### src/rtl/rom_burst_reader.sv
// Burst reader for a small async ROM: walks consecutive addresses and hands
// each word downstream on valid/ready. Optional running checksum: ROM_SUM_EN.
module rom_burst_reader #(
   parameter int AW       = 4,
   parameter int DW       = 4,
   parameter int WAIT_CYC = 1
) (
   input  logic          i_clk,
   input  logic          i_reset,
   input  logic          i_start,
   input  logic [AW-1:0] i_base_addr,
   input  logic [AW-1:0] i_count,
   output logic          o_busy,
   output logic          o_rom_ce_n,
   output logic          o_rom_oe_n,
   output logic [AW-1:0] o_rom_addr,
   input  logic [DW-1:0] i_rom_data,
   output logic [DW-1:0] o_out_data,
   output logic          o_out_valid,
   input  logic          i_out_ready,
   output logic          o_done
`ifdef ROM_SUM_EN
  ,output logic [DW-1:0] o_checksum
`endif
);

   localparam int WW = (WAIT_CYC > 1) ? $clog2(WAIT_CYC) : 1;
   localparam logic [WW-1:0] LAST = WW'(WAIT_CYC - 1);

   typedef enum logic [1:0] {S_IDLE, S_SETUP, S_HOLD} state_t;

   state_t        r_state;
   state_t        w_next;
   logic          w_accept;
   logic          w_capture;
   logic          w_advance;
   logic          w_finish;
   logic [AW-1:0] r_remaining;
   logic [AW-1:0] r_addr;
   logic [WW-1:0] r_wait;
   logic [DW-1:0] r_data;
   logic          r_valid;
   logic          r_busy;
   logic          r_ce_n;
   logic          r_done;

   always_ff @(posedge i_clk) begin
      if (i_reset) r_state <= S_IDLE;
      else         r_state <= w_next;
   end

   // A start coinciding with done is dropped; IDLE only listens once done is low.
   always_comb begin
      w_next    = r_state;
      w_accept  = 1'b0;
      w_capture = 1'b0;
      w_advance = 1'b0;
      w_finish  = 1'b0;
      unique case (r_state)
         S_IDLE: begin
            if (i_start && !r_done) begin
               w_accept = 1'b1;
               w_next   = S_SETUP;
            end
         end
         S_SETUP: begin
            if (r_wait == LAST) begin
               w_capture = 1'b1;
               w_next    = S_HOLD;
            end
         end
         S_HOLD: begin
            if (i_out_ready) begin
               if (r_remaining == '0) begin
                  w_finish = 1'b1;
                  w_next   = S_IDLE;
               end else begin
                  w_advance = 1'b1;
                  w_next    = S_SETUP;
               end
            end
         end
         default: w_next = S_IDLE;
      endcase
   end

   always_ff @(posedge i_clk) begin
      if (i_reset) begin
         r_remaining <= '0;
         r_addr      <= '0;
         r_wait      <= '0;
         r_data      <= '0;
         r_valid     <= 1'b0;
         r_busy      <= 1'b0;
         r_ce_n      <= 1'b1;
         r_done      <= 1'b0;
      end else begin
         r_done <= w_finish;
         if (r_state == S_SETUP) r_wait <= r_wait + WW'(1);
         if (w_accept) begin
            r_remaining <= i_count;
            r_addr      <= i_base_addr;
            r_busy      <= 1'b1;
            r_ce_n      <= 1'b0;
            r_wait      <= '0;
         end
         if (w_capture) begin
            r_data  <= i_rom_data;
            r_valid <= 1'b1;
            r_ce_n  <= 1'b1;
         end
         if (w_advance) begin
            r_addr      <= r_addr + AW'(1);
            r_remaining <= r_remaining - AW'(1);
            r_valid     <= 1'b0;
            r_ce_n      <= 1'b0;
            r_wait      <= '0;
         end
         if (w_finish) begin
            r_valid <= 1'b0;
            r_busy  <= 1'b0;
         end
      end
   end

`ifdef ROM_SUM_EN
   logic [DW-1:0] r_sum;

   always_ff @(posedge i_clk) begin
      if (i_reset)        r_sum <= '0;
      else if (w_accept)  r_sum <= '0;
      else if (w_capture) r_sum <= r_sum + i_rom_data;
   end

   assign o_checksum = r_sum;
`endif

   // One enable register feeds both strobes so they can never diverge.
   assign o_busy      = r_busy;
   assign o_rom_ce_n  = r_ce_n;
   assign o_rom_oe_n  = r_ce_n;
   assign o_rom_addr  = r_addr;
   assign o_out_data  = r_data;
   assign o_out_valid = r_valid;
   assign o_done      = r_done;

endmodule

### config.mk
export PLATFORM = sky130hd
export DESIGN_NAME = rom_burst_reader
export DESIGN_NICKNAME = d
export VERILOG_FILES = /design/src/rtl/rom_burst_reader.sv
export SDC_FILE = /design/constraint.sdc
export NUM_CORES = 1
export LEC_CHECK = 0
export CORE_ASPECT_RATIO = 1.25
export CORE_MARGIN = 2
export CORE_UTILIZATION = 35
export CTS_CLUSTER_DIAMETER = 60
export CTS_CLUSTER_SIZE = 8
export DETAILED_ROUTE_END_ITERATION = 16
export GPL_TIMING_DRIVEN = 0
export HOLD_SLACK_MARGIN = 0.08
export PLACE_DENSITY = 0.63
export SYNTH_ARGS = -nofsm -noshare
export SYNTH_HDL_FRONTEND = slang
export SYNTH_SLANG_ARGS = --single-unit
### constraint.sdc
create_clock -name i_clk -period 2.5 [get_ports i_clk]
set_clock_uncertainty 0.2 [all_clocks]
set_input_delay 0.75 -clock i_clk [delete_from_list [all_inputs] [get_ports i_clk]]
set_output_delay 0.75 -clock i_clk [all_outputs]
set_load 0.005 [all_outputs]
==> results_tabular.tex, run 1 <==
\begin{tabular}{lr}
\hline
Metric & Value \\
\hline
\multicolumn{2}{l}{\textbf{Run status}} \\
Result of the run & completed \\
\multicolumn{2}{l}{\textbf{Pwr}} \\
Power, Total & 0.801 mW \\
Power share of the combinational group & 0.336 \\
Largest vdd supply drop & 0.342 mV \\
Cell-internal power & 0.553 mW \\
Cell area power density & 654 nW/um\^{}2 \\
Static power due to leakage & 0.460 nW \\
Clock share of power & 0.198 \\
Reg power frac & 0.466 \\
Net switching share of the total power & 0.309 \\
Switching power summed over all nets & 0.248 mW \\
\multicolumn{2}{l}{\textbf{Synthesis}} \\
Yosys synthesis warning count & 0 \\
Synth unique cells & 30 \\
Ys flop type & dfxtp\_1 \\
Share of synthesized area occupied by flip-flops and latches & 0.429 \\
Count of mapped cells out of synthesis & 100 \\
Synthesized Nets & 118 \\
Synth area leader & dfxtp\_1 \\
Mapped Avg Cell Area & 8.87 sq um \\
Number of enable-type register cells in the synthesized netlist & 0 \\
Synthesized area & 887 sq um \\
Fraction of registers with async set or reset after synthesis & 0 \\
Number of flip-flops and latches in the synthesized netlist & 19 \\
Top area cells in the synthesized netlist & dfxtp\_1 43\%, a21oi\_1 5.1\%, mux2i\_1 4.5\%, nor2\_1 3.8\%, nand3\_1 3.4\% \\
Top-area cell type share of the netlist area & 0.429 \\
\multicolumn{2}{l}{\textbf{Critical path}} \\
Worst reg2reg path startpoint & r\_remaining[0]\$\_SDFFE\_PP0P\_ \\
Critical Path Start & o\_rom\_ce\_n\$\_SDFFE\_PP1P\_ \\
Capture instance of the worst register-to-register path & o\_rom\_addr[3]\$\_SDFFE\_PP0P\_ \\
Largest fanout on the critical path & 3 \\
Startpoint types & flip-flop \\
Startpoint-to-endpoint class of the critical path & flip-flop to output pin \\
Worst r2r path cells & 8 \\
Register-to-register setup slack & 0.53 ns \\
Worst path required time & 1.55 ns \\
Arrival time of data at the critical path endpoint & 1.29 ns \\
Crit. End Element & output pin \\
\multicolumn{2}{l}{\textbf{Floorplan}} \\
Initial cell density of the core & 0.365 \\
Die Y-Extent & 60.3 um \\
CORE AREA & 2430 sq um \\
Boundary pin count & 29 \\
DIE AREA & 2960 sq um \\
Row Count & 20 \\
Die boundary width & 49.0 um \\
\multicolumn{2}{l}{\textbf{Clock tree}} \\
CTS Root Cell & clkbuf\_4 \\
Number of buffers inserted by hold repair at cts & 0 \\
Inserted Clock Buffers & 3 \\
Post-cts gate resize count & 0 \\
Sink Count & 19 \\
Setup bufs post-CTS & 0 \\
Number of H-tree branching levels & 1 \\
Later-pin clock latency in the skew report & 0.30 ns \\
Clock tree from TritonCTS & yes \\
Clock-pin slew reported for the worst setup and hold paths after clock tree synthesis & 0.11 ns \\
Number of buffers on the longest clock path & 2 \\
\multicolumn{2}{l}{\textbf{Place}} \\
Placement-stage worst setup slack & -0.0252 ns \\
Total instance count after detailed placement & 160 \\
Detailed placement HPWL & 1460 um \\
Post-detailed-placement cell area & 1200 sq um \\
I/O Buffers & 27 \\
Final Wtd Congestion & 0.799 \\
\multicolumn{2}{l}{\textbf{Drt}} \\
Initial DRC Count & 29 \\
Drt total wl & 2060 um \\
DRC violation count after routing & 0 \\
Initial DRT Pass Iterations & 5 \\
Antenna Nets Post-Route & 0 \\
Drt via density & 5.09 \\
Overall via count from detail\_route & 834 \\
WL/cell & 12.6 um \\
\multicolumn{2}{l}{\textbf{Timing}} \\
Tightest Pin Transition & 0.514 ns \\
Fmax achieved & 0.446 GHz \\
Worst Slack Setup Final & 0.258 ns \\
Final number of max-transition violations & 0 \\
Max-Slew Margin vs Limit & 0.657 \\
Unrepaired setup endpoints after global routing & false \\
Final Setup Violations & 0 \\
Total Negative Setup Slacks & 0 ns \\
Final hold slack & 0.283 ns \\
Number of failing hold endpoints at the final stage & 0 \\
Final Critical Period & 2.24 ns \\
Fin crit share & 0.897 \\
\multicolumn{2}{l}{\textbf{Hold path}} \\
Hold\_sp & r\_remaining[0]\$\_SDFFE\_PP0P\_ \\
End point of the most critical hold path & r\_remaining[0]\$\_SDFFE\_PP0P\_ \\
Number of cells on the worst hold path & 2 \\
Type of the worst min-delay path & flip-flop to flip-flop \\
\multicolumn{2}{l}{\textbf{Job}} \\
Max capacitance violation total & 0 \\
\multicolumn{2}{l}{\textbf{Global route}} \\
Via count of the first global-routing pass & 755 \\
Wire length of the first global-routing pass & 3420 um \\
Initial antenna violation count & 0 \\
Maximum number of pins on one net before global-route repair & 11 \\
Grt ovf & 0 \\
Gr usage total & 0.157 \\
\multicolumn{2}{l}{\textbf{Final layout}} \\
Final std cell area, no fill & 1220 sq um \\
Utilization after layout & 0.505 \\
Share of post-route cells with drive strength above 1 & 0.0916 \\
Layout overhead on the synthesized area & 38.1\% \\
Non-filler cells, final & 164 \\
Total number of nets in the final design & 150 \\
\# diodes & 0 \\
\hline
\end{tabular}
## flip-flops by register name, indices dropped and copies added, names as in the netlist
name,flops
r_remaining,4
o_rom_addr,4
o_out_valid,1
r_wait,1
o_out_data,4
o_busy,1
r_state,2
o_rom_ce_n,1
o_done,1
## synth_stat cells, types with 2 or more instances
master	instances
buf_6	2
nand3_1	6
a211oi_1	2
a31oi_1	4
o21bai_1	2
buf_4	2
mux2i_1	4
a21oi_1	9
nand2_1	6
nor2_1	9
ha_1	2
dfxtp_1	19
or3_1	3
clkbuf_1	2
nor3_1	5
a22oi_1	2
a32oi_1	2
a2bb2oi_1	2
inv_1	5
buf_2	2
## metal layers
metal,up-vias,wire length (um),global-route usage
li1,416,-,-
met1,386,970,0.194
met2,27,933,0.256
met3,5,120,0.0325
met4,0,40,0.0857
met5,-,0,0
## layout by cell type, fill, tap and decap left out, types with 2 or more instances in the layout
cell type	netlist	layout
mux2i_1	4	4
nor3_1	5	5
a2bb2oi_1	2	2
clkbuf_4	0	3
o21bai_1	2	2
buf_4	2	2
buf_2	2	2
a211oi_1	2	2
inv_1	5	5
buf_6	2	2
a21oi_1	9	9
nor2_1	9	9
nand3_1	6	6
clkbuf_1	2	3
a31oi_1	4	4
nand2_1	6	6
ha_1	2	2
a32oi_1	2	2
or3_1	3	3
clkdlybuf4s50_1	0	27
dfxtp_1	19	19
a22oi_1	2	2
## cells by family after synthesis
| kind of cell | share of synthesized area |
|---|---|
| compound gates | 0.186 |
| fa+ha+maj | 0.0282 |
| simple gates | 0.219 |
| flops | 0.429 |
| buf+inv | 0.0832 |
| mux | 0.0451 |
| xor+xnor | 0.00987 |
## critical path: stages (launching register included)
cell	delay, ns
dfxtp_1	0.39
buf_4	0.12
clkdlybuf4s50_1	0.49
## worst max-delay path by stage
stage,to,slack (ns)
floorplan,r_remaining[1]$_SDFFE_PP0P_,0.60
global placement,o_rom_addr[3]$_SDFFE_PP0P_,0.03
detailed placement,r_remaining[3]$_SDFFE_PP0P_,-0.03
CTS,o_rom_oe_n,0.25
global route,r_remaining[1]$_SDFFE_PP0P_,0.09
finish,o_rom_oe_n,0.26
## power groups by stage
| stage | Clock (mW) | Combinational, mW | Sequential, mW |
|---|---|---|---|
| 6_report | 0.158 | 0.269 | 0.373 |
| 5_1_grt | 0.180 | 0.299 | 0.379 |
| 3_3_place_gp | 0 | 0.266 | 0.378 |
| 3_5_place_dp | 0 | 0.271 | 0.379 |
| 4_1_cts | 0.163 | 0.271 | 0.373 |
| 2_1_floorplan | 0 | 0.164 | 0.377 |
## final cells by class
type	instances	area, sq um
plain buffers	8	55.1
clock buffers	4	26.3
fillers	246	1200
inverters	5	18.8
multi-input cells	68	433
flip-flops and latches	19	380
well taps	33	41.3
repair buffers	27	270
No activity file was read; power rests on OpenSTA's default activity.
==> run 2, diff against run 1 <==
--- a/config.mk
+++ b/config.mk
@@ -7,13 +7,13 @@
 export LEC_CHECK = 0
 export CORE_ASPECT_RATIO = 1.25
 export CORE_MARGIN = 2
-export CORE_UTILIZATION = 35
+export CORE_UTILIZATION = 44
 export CTS_CLUSTER_DIAMETER = 60
 export CTS_CLUSTER_SIZE = 8
 export DETAILED_ROUTE_END_ITERATION = 16
 export GPL_TIMING_DRIVEN = 0
 export HOLD_SLACK_MARGIN = 0.08
-export PLACE_DENSITY = 0.63
+export PLACE_DENSITY = 0.76
 export SYNTH_ARGS = -nofsm -noshare
 export SYNTH_HDL_FRONTEND = slang
 export SYNTH_SLANG_ARGS = --single-unit
==> run 2 against run 1 <==
Net effect: combinational power hardly changed; worst setup slack improved by 0.0043 ns; design area down 1.3%; clock-buffer cell count stayed put; non-clock buffer count unchanged; first-iteration DRC count is 48% lower; global-route usage increased by 2.8 points; worst hold slack improved by 0.0021 ns; sequential share of layout area grew 0.42 points; final cell count fell by 7.9%; maximum frequency up 0.19%; critical endpoint unchanged; largest power group unchanged; highest routed layer unchanged.
==> results_tabular.tex, run 2 (synthesized netlist as in run 1, its figures left out) <==
\begin{tabular}{lr}
\hline
Metric & Value \\
\hline
\multicolumn{2}{l}{\textbf{Run status}} \\
Result of the run & completed \\
\multicolumn{2}{l}{\textbf{Floorplan}} \\
Boundary pin count & 29 (unchanged) \\
Row Count & 18 (-10\%) \\
Die Y-Extent & 54.2 um (-10\%) \\
DIE AREA & 2390 sq um (-19\%) \\
Die boundary width & 44.2 um (-9.9\%) \\
CORE AREA & 1940 sq um (-20\%) \\
Initial cell density of the core & 0.458 (+0.0925) \\
\multicolumn{2}{l}{\textbf{Clock tree}} \\
Post-cts gate resize count & 0 (unchanged) \\
Clock-pin slew reported for the worst setup and hold paths after clock tree synthesis & 0.11 ns (about the same) \\
Number of H-tree branching levels & 1 (unchanged) \\
Sink Count & 19 (unchanged) \\
CTS Root Cell & clkbuf\_4 \\
Clock tree from TritonCTS & yes \\
Setup bufs post-CTS & 0 (unchanged) \\
Inserted Clock Buffers & 3 (unchanged) \\
Number of buffers on the longest clock path & 2 (unchanged) \\
Number of buffers inserted by hold repair at cts & 0 (unchanged) \\
Later-pin clock latency in the skew report & 0.30 ns (about the same) \\
\multicolumn{2}{l}{\textbf{Pwr}} \\
Largest vdd supply drop & 0.352 mV (+2.9\%) \\
Power, Total & 0.800 mW (-0.13\%) \\
Static power due to leakage & 0.460 nW (unchanged) \\
Cell area power density & 662 nW/um\^{}2 (+1.2\%) \\
\multicolumn{2}{l}{\textbf{Global route}} \\
Grt ovf & 0 (unchanged) \\
Via count of the first global-routing pass & 781 (+3.4\%) \\
Wire length of the first global-routing pass & 3240 um (-5.2\%) \\
Maximum number of pins on one net before global-route repair & 11 (unchanged) \\
Gr usage total & 0.185 (+0.0283) \\
Initial antenna violation count & 0 (unchanged) \\
\multicolumn{2}{l}{\textbf{Final layout}} \\
Area of the multi-input gates & 433 sq um (unchanged) \\
Non-filler cells, final & 151 (-7.9\%) \\
Top library cells by usage in the layout, fill and taps aside & 27 x clkdlybuf4s50\_1, 19 x dfxtp\_1, 9 x nor2\_1, 9 x a21oi\_1 \\
Total number of nets in the final design & 150 (unchanged) \\
Layout overhead on the synthesized area & 36.2\% \\
Share of post-route cells with drive strength above 1 & 0.0916 (unchanged) \\
\# diodes & 0 (unchanged) \\
Utilization after layout & 0.624 (+0.119) \\
Most common cell after layout, fill and taps aside & clkdlybuf4s50\_1 \\
Sequential standard cell area & 380 sq um (unchanged) \\
Filler cell count in the final layout & 184 (-25\%) \\
Final std cell area, no fill & 1210 sq um (-1.3\%) \\
\multicolumn{2}{l}{\textbf{Drt}} \\
Drt via density & 5.58 (+9.8\%) \\
Drt total wl & 2030 um (-1.8\%) \\
Initial DRC Count & 15 (-48\%) \\
Overall via count from detail\_route & 843 (+1.1\%) \\
Initial DRT Pass Iterations & 4 (-1) \\
WL/cell & 13.4 um (+6.6\%) \\
Antenna Nets Post-Route & 0 (unchanged) \\
DRC violation count after routing & 0 (unchanged) \\
\multicolumn{2}{l}{\textbf{Job}} \\
Max capacitance violation total & 0 (unchanged) \\
\multicolumn{2}{l}{\textbf{Timing}} \\
Fmax achieved & 0.447 GHz (+0.19\%) \\
Number of failing hold endpoints at the final stage & 0 (unchanged) \\
Unrepaired setup endpoints after global routing & false \\
Final number of max-transition violations & 0 (unchanged) \\
Max-Slew Margin vs Limit & 0.662 (+0.00493) \\
Fin crit share & 0.895 (-0.00171) \\
Final Critical Period & 2.24 ns (-0.00428 ns) \\
Tightest Pin Transition & 0.507 ns (-0.00739 ns) \\
Final Setup Violations & 0 (unchanged) \\
\multicolumn{2}{l}{\textbf{Place}} \\
Final Wtd Congestion & 0.743 (-7.0\%) \\
Post-detailed-placement cell area & 1180 sq um (-1.4\%) \\
Detailed placement HPWL & 1500 um (+2.5\%) \\
Total instance count after detailed placement & 147 (-8.1\%) \\
I/O Buffers & 27 (unchanged) \\
\multicolumn{2}{l}{\textbf{Critical path}} \\
Arrival time of data at the critical path endpoint & 1.29 ns (about the same) \\
Largest fanout on the critical path & 3 (unchanged) \\
Worst path required time & 1.55 ns (about the same) \\
Startpoint types & flip-flop \\
Crit. End Element & output pin \\
Startpoint-to-endpoint class of the critical path & flip-flop to output pin \\
\multicolumn{2}{l}{\textbf{Hold path}} \\
Type of the worst min-delay path & flip-flop to flip-flop \\
\hline
\end{tabular}
run 2: final timing paths:
check / start / endpoint / slack, ns / cells past startpoint
min reg2reg: r_remaining[0]$_SDFFE_PP0P_ / r_remaining[0]$_SDFFE_PP0P_ / 0.28 / 2
max reg2reg: r_remaining[0]$_SDFFE_PP0P_ / r_remaining[1]$_SDFFE_PP0P_ / 0.54 / 8
max: o_rom_ce_n$_SDFFE_PP1P_ / o_rom_oe_n / 0.26 / 2
min: r_remaining[0]$_SDFFE_PP0P_ / r_remaining[0]$_SDFFE_PP0P_ / 0.28 / 2
run 2: worst max-delay path, cell delays in order, from the launching register on:
cell,delay (ns)
dfxtp_1,0.38
buf_4,0.12
clkdlybuf4s50_1,0.49
run 2: layer usage:
metal / up-vias / track usage / share of wire
li1: 416 / - / -
met4: 0 / 0.101 / 0.022
met3: 6 / 0.0336 / 0.049
met5: - / 0 / 0
met1: 393 / 0.213 / 0.42
met2: 28 / 0.321 / 0.50
run 2: area by class of cell:
type                            instances  share of cell area
Buffer                                  8              0.0455
Inverter                                5              0.0155
Clock buffer                            4              0.0217
Multi-Input combinational cell         68               0.358
Sequential cell                        19               0.315
Timing Repair Buffer                   27               0.224
Tap cell                               20              0.0207
run 2: per-stage QoR:
stage / setup TNS (ns) / worst slack, ns / hold slack, ns
detailed placement: -0.0507 / -0.0287 / 0.269
floorplan: 0 / 0.596 / 0.245
finish: 0 / 0.263 / 0.285
global placement: 0 / 0.0306 / 0.261
global route: 0 / 0.184 / 0.312
CTS: 0 / 0.254 / 0.284
run 2: power breakdown:
group	switching, mW	total, mW	internal (mW)	leakage (nW)
Combinational	0.120	0.270	0.149	0.289
Clock	0.0948	0.157	0.0622	0.0150
Sequential	0.0315	0.373	0.342	0.156
Total	0.247	0.800	0.553	0.460
==> RTL change (settings of run 1) <==
The option `ROM_SUM_EN` is turned on by a define.
--- a/src/rtl/rom_burst_reader.sv
+++ b/src/rtl/rom_burst_reader.sv
@@ -1,5 +1,7 @@
 // Burst reader for a small async ROM: walks consecutive addresses and hands
 // each word downstream on valid/ready. Optional running checksum: ROM_SUM_EN.
+`define ROM_SUM_EN
+
 module rom_burst_reader #(
    parameter int AW       = 4,
    parameter int DW       = 4,
Function (old outputs only; new: o_checksum): kept (equiv_simple and equiv_induct, registers matched by name and starting in step).
==> RTL change against run 1 <==
  * Register-to-register slack gained 0.11 ns
  * Sequential cell count rose by 4
  * Hold slack got worse by 0.020 ns
  * Area after synthesis grew 38%
  * Non-clock buffer count up 4
  * Setup slack got worse by 0.11 ns
  * Routed wire length is 31% higher
  * Design area is 33% higher
  * Cell count is 27% higher
  * Power rose by 8.7%
==> RTL change: results (changes against run 1) <==
Hold EP - o_out_data[2]$_SDFFE_PP0P_
pre-CTS WS - -0.130 ns (-0.104 ns)
synth top area cells - dfxtp_1, a21oi_1, nand2_1
post-synthesis net count - 156 (+32%)
DRT Wirelength - 2.71 mm (+31%)
Cell Count, Final, Fillers Out - 208 (+27%)
Synth cell types - 38 (+27%)
Commonest cells post-synth - dfxtp_1, nand2_1, a21oi_1
arrival time at the worst endpoint - 2.29 ns (+1.00 ns)
Cells after DPL - 204 (+28%)
Initial DRT Pass Iterations - 4 (-1)
layout cells sized above 1 - 0.130 (+0.0386)
Root Buffer Master - clkbuf_8
P_leak - 0.623 nW (+35%)
NetSw - 0.237 mW (-4.2%)
Slew HR - 0.574 (-0.0838)
worst setup margin - 0.145 ns (-0.114 ns)
register-to-register setup slack - 0.64 ns (+0.11 ns)
Design Power - 0.871 mW (+8.7%)
combinational power - 0.227 mW (-16%)
Worst Min Path Start - o_out_data[2]$_SDFFE_PP0P_
Mapped Avg Cell Area - 9.10 um2 (+2.6%)
Iteration-0 DRC Markers - 16 (-45%)
Peak supply drop - 0.322 mV (-5.8%)
clock transition at the registers of the reported paths - 0.08 ns (-0.03 ns)
routability cong. - 0.819 (+2.4%)
Port Buffers - 31 (+15%)
vias per cell - 5.13 (+0.87%)
first-pass GRT wire length - 4.53 mm (+32%)
overall global routing resource usage - 0.140 (-0.0162)
worst skew pair latency - 0.26 ns (-0.04 ns)
number of global-route vias before repair - 1028 (+36%)
CP Launch Point - i_start
outcome - completed
WHS - 0.262 ns (-0.0202 ns)
==> RTL change: area by class of cell <==
cell class	count	area, um2
buffer	8	76.3
clock buffer	4	45.0
fill	363	1800
inverter	8	30.0
multi-input combinational	95	653
sequential	23	460
tap	39	48.8
timing repair buffer	31	310
==> RTL change: routing by layer <==
layer,part of all wire,up-vias,GRT usage
li1,-,532,-
met1,0.43,502,0.178
met2,0.52,29,0.242
met3,0.046,4,0.0241
met4,0.010,0,0.0413
met5,0,-,0
==> RTL change: logic make-up (layout without fill, tap and decap cells) <==
group,Yosys count,in the layout,synth area share
xor gates and xnor gates,2,2,0.0144
DFF,23,23,0.377
adders and majority gates,6,6,0.0677
buffers and inverters,16,51,0.0872
and+or+nand+nor,47,47,0.226
AOI/OAI and AO/OA,35,35,0.187
muxes,5,5,0.0410
==> RTL change: worst max-delay path: stages <==
cell and delay (ns):
clkdlybuf4s50_1 0.50, nor4b_4 0.55, o21ba_4 0.26, a21oi_1 0.12, o22ai_1 0.10
